`config.mk`:
```
export PLATFORM = sky130hd
export DESIGN_NAME = seq_addsub
export DESIGN_NICKNAME = d
export VERILOG_FILES = /design/src/rtl/seq_addsub.sv
export SDC_FILE = /design/constraint.sdc
export NUM_CORES = 1
export LEC_CHECK = 0
export CELL_PAD_IN_SITES_DETAIL_PLACEMENT = 0
export CELL_PAD_IN_SITES_GLOBAL_PLACEMENT = 1
export CORE_ASPECT_RATIO = 0.75
export CORE_MARGIN = 5
export CORE_UTILIZATION = 38
export CTS_CLUSTER_SIZE = 20
export DETAILED_ROUTE_END_ITERATION = 12
export PLACE_DENSITY = 0.86
export SLEW_MARGIN = 20
export SYNTH_ARGS = -nofsm -noshare
export SYNTH_HDL_FRONTEND = slang
export SYNTH_SLANG_ARGS = --single-unit
```
`constraint.sdc`:
```
create_clock -name clk -period 3.7 [get_ports clk]
set_input_delay 0.37 -clock clk [delete_from_list [all_inputs] [get_ports clk]]
set_output_delay 0.37 -clock clk [all_outputs]
set_load 0.05 [all_outputs]
```
`src/rtl/seq_addsub.sv`:
```
// Multi-cycle two's-complement adder/subtractor: CHUNK bits per clock, LSB chunk first, registered carry.
// Define SEQ_ADDSUB_SATURATE_EN to clamp overflowing results to the signed limit.
module seq_addsub #(
    parameter int WIDTH = 16,
    parameter int CHUNK = 4
) (
    input  logic             clk,
    input  logic             rst,
    input  logic             in_valid,
    output logic             in_ready,
    input  logic [WIDTH-1:0] A,
    input  logic [WIDTH-1:0] B,
    input  logic             addsub,
    output logic             out_valid,
    input  logic             out_ready,
    output logic [WIDTH-1:0] S,
    output logic             Cout,
    output logic             ov_flag,
    output logic             zero_flag
);

    localparam int NCHUNK = WIDTH / CHUNK;
    localparam int IDXW   = (NCHUNK > 1) ? $clog2(NCHUNK) : 1;
    localparam logic [IDXW-1:0] LAST_IDX = IDXW'(NCHUNK - 1);

    localparam logic [1:0] ST_IDLE = 2'd0;
    localparam logic [1:0] ST_RUN  = 2'd1;
    localparam logic [1:0] ST_DONE = 2'd2;

    logic [1:0]       state_reg, state_next;
    logic [WIDTH-1:0] a_reg;
    logic [WIDTH-1:0] bx_reg;
    logic             carry_reg;
    logic [IDXW-1:0]  idx_reg;
    logic [WIDTH-1:0] s_reg;
    logic             cout_reg;
    logic             ov_reg;
    logic             zero_reg;

    logic [CHUNK-1:0] a_chunks  [NCHUNK];
    logic [CHUNK-1:0] bx_chunks [NCHUNK];
    logic [WIDTH-1:0] s_upd;
    logic [WIDTH-1:0] s_final;
    logic [CHUNK:0]   sum;
    logic             ov_raw;
    logic             last_chunk;

    // Slice the latched operands into chunks and merge the current chunk sum into the result.
    for (genvar gi = 0; gi < NCHUNK; gi++) begin : g_chunk
        assign a_chunks[gi]  = a_reg[gi*CHUNK +: CHUNK];
        assign bx_chunks[gi] = bx_reg[gi*CHUNK +: CHUNK];
        assign s_upd[gi*CHUNK +: CHUNK] = (idx_reg == IDXW'(gi)) ? sum[CHUNK-1:0]
                                                                 : s_reg[gi*CHUNK +: CHUNK];
    end

    assign sum = {1'b0, a_chunks[idx_reg]} + {1'b0, bx_chunks[idx_reg]}
               + {{CHUNK{1'b0}}, carry_reg};

    assign last_chunk = (idx_reg == LAST_IDX);

    // Only meaningful on the last chunk, where sum[CHUNK-1] is the result MSB.
    assign ov_raw = (a_reg[WIDTH-1] == bx_reg[WIDTH-1]) && (sum[CHUNK-1] != a_reg[WIDTH-1]);

`ifdef SEQ_ADDSUB_SATURATE_EN
    assign s_final = ov_raw ? {a_reg[WIDTH-1], {(WIDTH-1){~a_reg[WIDTH-1]}}} : s_upd;
`else
    assign s_final = s_upd;
`endif

    always_comb begin
        state_next = state_reg;
        case (state_reg)
            ST_IDLE: if (in_valid) state_next = ST_RUN;
            ST_RUN:  if (last_chunk) state_next = ST_DONE;
            ST_DONE: if (out_ready) state_next = ST_IDLE;
            default: state_next = ST_IDLE;
        endcase
    end

    always_ff @(posedge clk) begin
        if (rst) begin
            state_reg <= ST_IDLE;
            a_reg     <= '0;
            bx_reg    <= '0;
            carry_reg <= 1'b0;
            idx_reg   <= '0;
            s_reg     <= '0;
            cout_reg  <= 1'b0;
            ov_reg    <= 1'b0;
            zero_reg  <= 1'b0;
        end else begin
            state_reg <= state_next;
            case (state_reg)
                ST_IDLE: begin
                    if (in_valid) begin
                        a_reg     <= A;
                        bx_reg    <= B ^ {WIDTH{addsub}};
                        carry_reg <= addsub;
                        idx_reg   <= '0;
                    end
                end
                ST_RUN: begin
                    carry_reg <= sum[CHUNK];
                    idx_reg   <= idx_reg + IDXW'(1);
                    if (last_chunk) begin
                        s_reg    <= s_final;
                        cout_reg <= sum[CHUNK];
                        ov_reg   <= ov_raw;
                        zero_reg <= (s_final == '0);
                    end else begin
                        s_reg <= s_upd;
                    end
                end
                default: ;
            endcase
        end
    end

    assign in_ready  = (state_reg == ST_IDLE);
    assign out_valid = (state_reg == ST_DONE);
    assign S         = s_reg;
    assign Cout      = cout_reg;
    assign ov_flag   = ov_reg;
    assign zero_flag = zero_reg;

endmodule

```
==> results of run 1 <==
## layout make-up
type	instances	area (µm²)
well taps	84	105.1
multi-input cells	200	1364
inverters	6	22.52
clock buffers	6	82.58
clock inverters	2	38.79
fillers	661	3460
repair buffers	58	573.1
flip-flops and latches	56	1121
## through the flow
stage	area (µm²)	setup slack [ns]	instances
detailed placement	3186	0.6895	404
floorplan	2619	1.115	284
CTS	3307	0.6650	412
global route	3307	0.3653	412
finish	3307	0.7125	412
global placement	3186	0.8386	404
## layout by cell type (no fill, tap or decap), types with 3 or more instances in the layout
cell / count
dfxtp_1: 56
clkdlybuf4s50_1: 56
nand2_1: 40
nor2_1: 32
a21oi_1: 28
a211oi_1: 24
xnor2_1: 17
mux4_2: 8
ha_1: 7
inv_1: 6
clkbuf_8: 6
nand2b_1: 5
and2_1: 4
nand3_1: 4
mux2i_1: 3
nor3_1: 3
nor4_1: 3
## power by group
part | internal, W | switching [W]
registers | 0.000639 | 0.0000281
logic | 0.000126 | 0.000143
clock network | 0.000222 | 0.000196
total | 0.000987 | 0.000367
## kinds of logic (layout without fill, tap and decap cells)
group,after synthesis,after routing,share of synthesized area [%]
AND/OR/NAND/NOR,101,101,17.73
AO/OA/AOI/OAI,62,62,15.53
flip-flops,56,56,42.81
buffers and inverters,28,72,5.351
XOR/XNOR,17,17,5.686
multiplexers,11,11,8.027
adder cells (fa/ha/maj),9,9,4.873
## layer usage
layer | wire length (µm) | part of all wire (%) | track usage (%)
met3 | 335 | 5.7 | 3.928
met2 | 2485 | 42 | 20.93
met1 | 3051 | 52 | 19.59
met4 | 46 | 0.78 | 3.364
met5 | 0 | 0 | 0
## worst paths after layout
kind                            startpoint        end  slack (ns)  depth (start not counted)
worst max-delay path            idx_reg[0]  zero_flag        0.71                          8
worst min-delay path                 S[15]      S[15]        0.47                          2
worst max register to register  idx_reg[0]  zero_flag        0.71                          8
worst min register to register       S[15]      S[15]        0.47                          2
## worst max-delay path, stage by stage, from the launching register on
cell	delay [ns]
dfxtp_1	0.73
mux4_2	0.59
inv_1	0.09
fa_1	0.17
inv_1	0.06
fa_1	0.39
xnor2_1	0.43
o2111ai_1	0.21
o31ai_2	0.25
==> metrics.md, run 1 <==
| Metric | Value |
|---|---|
| Root buf cell | clkbuf_8 |
| Outcome | complete, no violations |
| Hold slack | 0.4678 ns |
| Final cycle utilization of the critical path | around four fifths |
| CP endpoint kind | flop |
| Core area | slightly below 7000 µm² |
| Register bit total from synthesis | 56 |
| Worst path required time | 3.93 ns |
| Most common library cells after synthesis | dfxtp_1, nand2_1, nor2_1 |
| Clock Tree Buf Depth | 2 |
| Clock Sinks | 56 |
| Clk Latency, worst-skew pair | 0.30 ns |
| Hold Fails Final Rpt | 0 |
| Mean Syn Cell Area | roughly 9.2 µm² |
| Final HPWL DP | about 4400 µm |
| Critical path fanouts, max | 11 |
| Netlist Area Pre-Place | around 2600 µm² |
| Nets | 373 |
| # IOs | 58 |
| Drc violations | 0 |
| Worst min-delay path class | reg2reg |
| Tot Pwr | 0.001353 W |
| Clock Skews | between 0.009 and 0.01 ns |
| Worst-path clk slew | roughly 0.1 ns |
| Crit path kind | reg2reg |
| CTS resizes | 0 |
| Final setup vio count | 0 |
| WL final | 5918 µm |
| Post-synth EDFFs | 0 |
| Die W | between 100 and 150 µm |
| Post-synthesis cell type count | 39 |
| GRT Resource Usage Total | 13.85% |
| Ys Warns | 0 |
| Mapped Cells | around 280 |
| Synth Flop Type | dfxtp_1 |
| Yosys top cell area share | 42.81% |
| Async SR Flop Fraction | 0% |
| Power Density | ~410 nW/µm² |
| DRT Pass-1 Iters | 5 |
| Max Clk Rate | 334.7 MHz |
| Post-CTS setup buffers | 0 |
| Max VDD drop | 225.0 µV |
| Row cnt | 26 |
| Vias | 2113 |
| Leading area contributor after synthesis | dfxtp_1 |
| Die area | 8669 µm² |
| Most common cell in the synthesized netlist | dfxtp_1 |
| Hold-fix buffers, CTS | 0 |
| CTS buffer count | 5 |
| ANT cells | 0 |
| Starting Density | 38.70% |
| Routability congestion estimate | 0.8154 |
| Port Buf Inserts | 57 |
| Sequential element share of the synthesized area | 42.81% |
| Vias in the first global route | 2042 |
| DR vias/cell | 5.129 |
| Max-cap violation count | 0 |
| Max Slew Vio Count | 0 |
| CP Launch Type | flop |
| Leakage power | 1.178 nW |
| Fin crit period | 2.988 ns |
| Grt ovf | 0 |
| Synth top area cells | dfxtp_1, a211oi_1, mux4_2 |
| Share of cells above drive strength 1 | roughly 7.0% |
| First-pass GRT wire length | 9791 µm |
| Core Util, Final | approximately half |
| H-tree levels | 2 |
| RSZ-0062 raised after global routing | false |
| Slew @ Worst Pin | around 1.0 ns |
| Setup Total Neg Slack | 0 ns |
| Crit path DAT | 3.21 ns |
| Initial antenna violation count | 0 |
| Slew HR | 31.01% |
| Die H | 81.90 µm |
| DR iter-0 viols | 80 |
| CTS tree | built |
| Post-DRT Antenna Nets | 0 |
| DR WL/cell | ~14 µm |
| Largest net degree at the start of global routing | 58 |
| Syn-to-layout area delta | 26.28% |
| Syn nets | between 300 and 400 |
(Power assumes the default switching activity.)
==> run 2: changes to the inputs <==
clock period = 3 ns   (was 3.7 ns; I/O delays follow)
==> run 2 against run 1 <==
Compared with the run above: clock-buffer cell count rose by 1; worst setup slack got worse by 0.49 ns; wire length fell by 1.1%; clock power barely moved; first-iteration DRC count fell by 6.3%; critical path depth did not move; design area fell by 0.34%; highest routed layer unchanged.
==> metrics.md, run 2 (synthesis gave the netlist of run 1 again) <==
| Metric | Value |
|---|---|
| Outcome | complete, no violations (unchanged) |
| Placed inst area | 3201 µm² (was 3186 µm²) |
| Max Clk Rate | 360.5 MHz (was 334.7 MHz) |
| Clk Latency, worst-skew pair | 0.30 ns (about the same) |
| Final cycle utilization of the critical path | 92.48% (was 80.74%) |
| Max Slew Vio Count | 0 (unchanged) |
| DR vias/cell | 5.034 (was 5.129) |
| Syn-to-layout area delta | 25.85% (was 26.28%) |
| ANT cells | 0 (unchanged) |
| Final HPWL DP | 4448 µm (was 4411 µm) |
| Row cnt | 26 (unchanged) |
| CTS buffer count | 5 (unchanged) |
| Vias | 2084 (was 2113) |
| GRT Resource Usage Total | 13.77% (was 13.85%) |
| WL final | 5852 µm (was 5918 µm) |
| # IOs | 58 (unchanged) |
| Placed insts | 406 (was 404) |
| Critical path fanouts, max | 11 (unchanged) |
| Max-cap violation count | 0 (unchanged) |
| Clock share of power | 26.3% (was 30.8%) |
| Vias in the first global route | 2004 (was 2042) |
| Worst-path clk slew | 0.09 ns (was 0.10 ns) |
| Comb power frac | 21.5% (was 19.9%) |
| Hold Fails Final Rpt | 0 (unchanged) |
| Clock Sinks | 56 (unchanged) |
| Share of cells above drive strength 1 | 7.576% (was 7.012%) |
| DRT Pass-1 Iters | 4 (was 5) |
| Port Buf Inserts | 57 (unchanged) |
| Post-CTS setup buffers | 0 (unchanged) |
| Crit path DAT | 2.99 ns (was 3.21 ns) |
| Setup Total Neg Slack | 0 ns (unchanged) |
| Grt ovf | 0 (unchanged) |
| Final setup vio count | 0 (unchanged) |
| Routability congestion estimate | 0.8579 (was 0.8154) |
| Worst min-delay path class | reg2reg (unchanged) |
| Most common cell after layout, fill and taps aside | clkdlybuf4s50_1 |
| Slew @ Worst Pin | 0.9072 ns (was 1.035 ns) |
| Clock Skews | 0.007916 ns (was 0.009016 ns) |
| Int Power | 0.001137 W (was 0.0009866 W) |
| First-pass GRT wire length | 9860 µm (was 9791 µm) |
| Nets | 375 (was 373) |
| Power Density | 478.2 nW/µm² (was 409.3 nW/µm²) |
| CTS tree | built (unchanged) |
| NetSw | 0.0004392 W (was 0.0003669 W) |
| Root buf cell | clkbuf_8 (unchanged) |
| Leakage power | 1.171 nW (was 1.178 nW) |
| Starting Density | 38.70% (unchanged) |
| Core area | 6766 µm² (unchanged) |
| RSZ-0062 raised after global routing | false (unchanged) |
| Commonest cells after routing, fill and taps aside | clkdlybuf4s50_1, dfxtp_1, nand2_1 (was dfxtp_1, clkdlybuf4s50_1, nand2_1) |
| Post-DRT Antenna Nets | 0 (unchanged) |
| Sequential Power Share | 52.2% (was 49.3%) |
| Largest net degree at the start of global routing | 53 (was 58) |
| DR iter-0 viols | 75 (was 80) |
| Final instance area | 3296 µm² (was 3307 µm²) |
| H-tree levels | 2 (unchanged) |
| Worst path required time | 3.22 ns (was 3.93 ns) |
| Crit path kind | reg2reg (unchanged) |
| Drc violations | 0 (unchanged) |
| Post-route non-filler standard cell count | 414 (was 412) |
| Die W | 105.9 µm (unchanged) |
| Clock Tree Buf Depth | 2 (unchanged) |
| Max VDD drop | 217.0 µV (was 225.0 µV) |
| Die H | 81.90 µm (unchanged) |
| DR WL/cell | 14.14 µm (was 14.36 µm) |
| Die area | 8669 µm² (unchanged) |
| Sw Ratio | 27.87% (was 27.11%) |
| Slew HR | 39.33% (was 31.01%) |
| CP endpoint kind | flop (unchanged) |
| Initial antenna violation count | 0 (unchanged) |
| Hold-fix buffers, CTS | 0 (unchanged) |
| Tot Pwr | 0.001576 W (was 0.001353 W) |
| Fin crit period | 2.774 ns (was 2.988 ns) |
| CP Launch Type | flop (unchanged) |
[run 2: worst max-delay path, stage by stage (launching register included)]
cell and delay (ns):
dfxtp_1 0.65, mux4_2 0.31, inv_1 0.06, fa_1 0.39, inv_1 0.08, fa_1 0.51
nor3b_1 0.28, o2111ai_1 0.17, o31ai_2 0.23
[run 2: what timing repair did]
item / in CTS / in global routing
setup endpoints to repair: 0 / 3
gates resized for setup: 0 / 1
endpoints found under the hold margin: 0 / 0
[run 2: final timing paths]
path	startpoint	end	slack, ns	depth (start not counted)
min reg2reg	S[13]	S[13]	0.46	2
max	idx_reg[1]	zero_flag	0.23	8
min	S[13]	S[13]	0.46	2
max reg2reg	idx_reg[1]	zero_flag	0.23	8
[run 2: per-stage QoR]
stage          utilization (%)  hold slack [ns]  setup slack [ns]
2_1_floorplan                -           0.4331            0.4148
3_3_place_gp             47.30           0.4492            0.2205
3_5_place_dp             47.30           0.4504           0.04210
4_1_cts                  48.69           0.4667           0.01225
5_1_grt                  48.71           0.4845            0.1265
6_report                 48.71           0.4616            0.2257
[run 2: per-layer routing]
layer	GRT usage, %	share of wire (%)
met1	20.29	50
met2	19.53	42
met3	4.242	7.0
met4	3.234	0.58
met5	0	0
[run 2: power groups by stage]
stage                     clock (W)  combinational [W]  sequential, W
after floorplan                   0           0.000215       0.000849
after global placement            0           0.000331       0.000841
after detailed placement          0           0.000340       0.000840
after CTS                  0.000428           0.000341       0.000823
after global routing       0.000462           0.000374       0.000829
final                      0.000414           0.000339       0.000823
[run 2: layout make-up]
| class | instances | area (µm²) |
|---|---|---|
| repair buffers | 60 | 588.1 |
| flip-flops and latches | 56 | 1122 |
| well taps | 84 | 105.1 |
| multi-input cells | 200 | 1364 |
| clock inverters | 1 | 7.507 |
| inverters | 6 | 22.52 |
| fillers | 654 | 3471 |
| clock buffers | 7 | 86.33 |
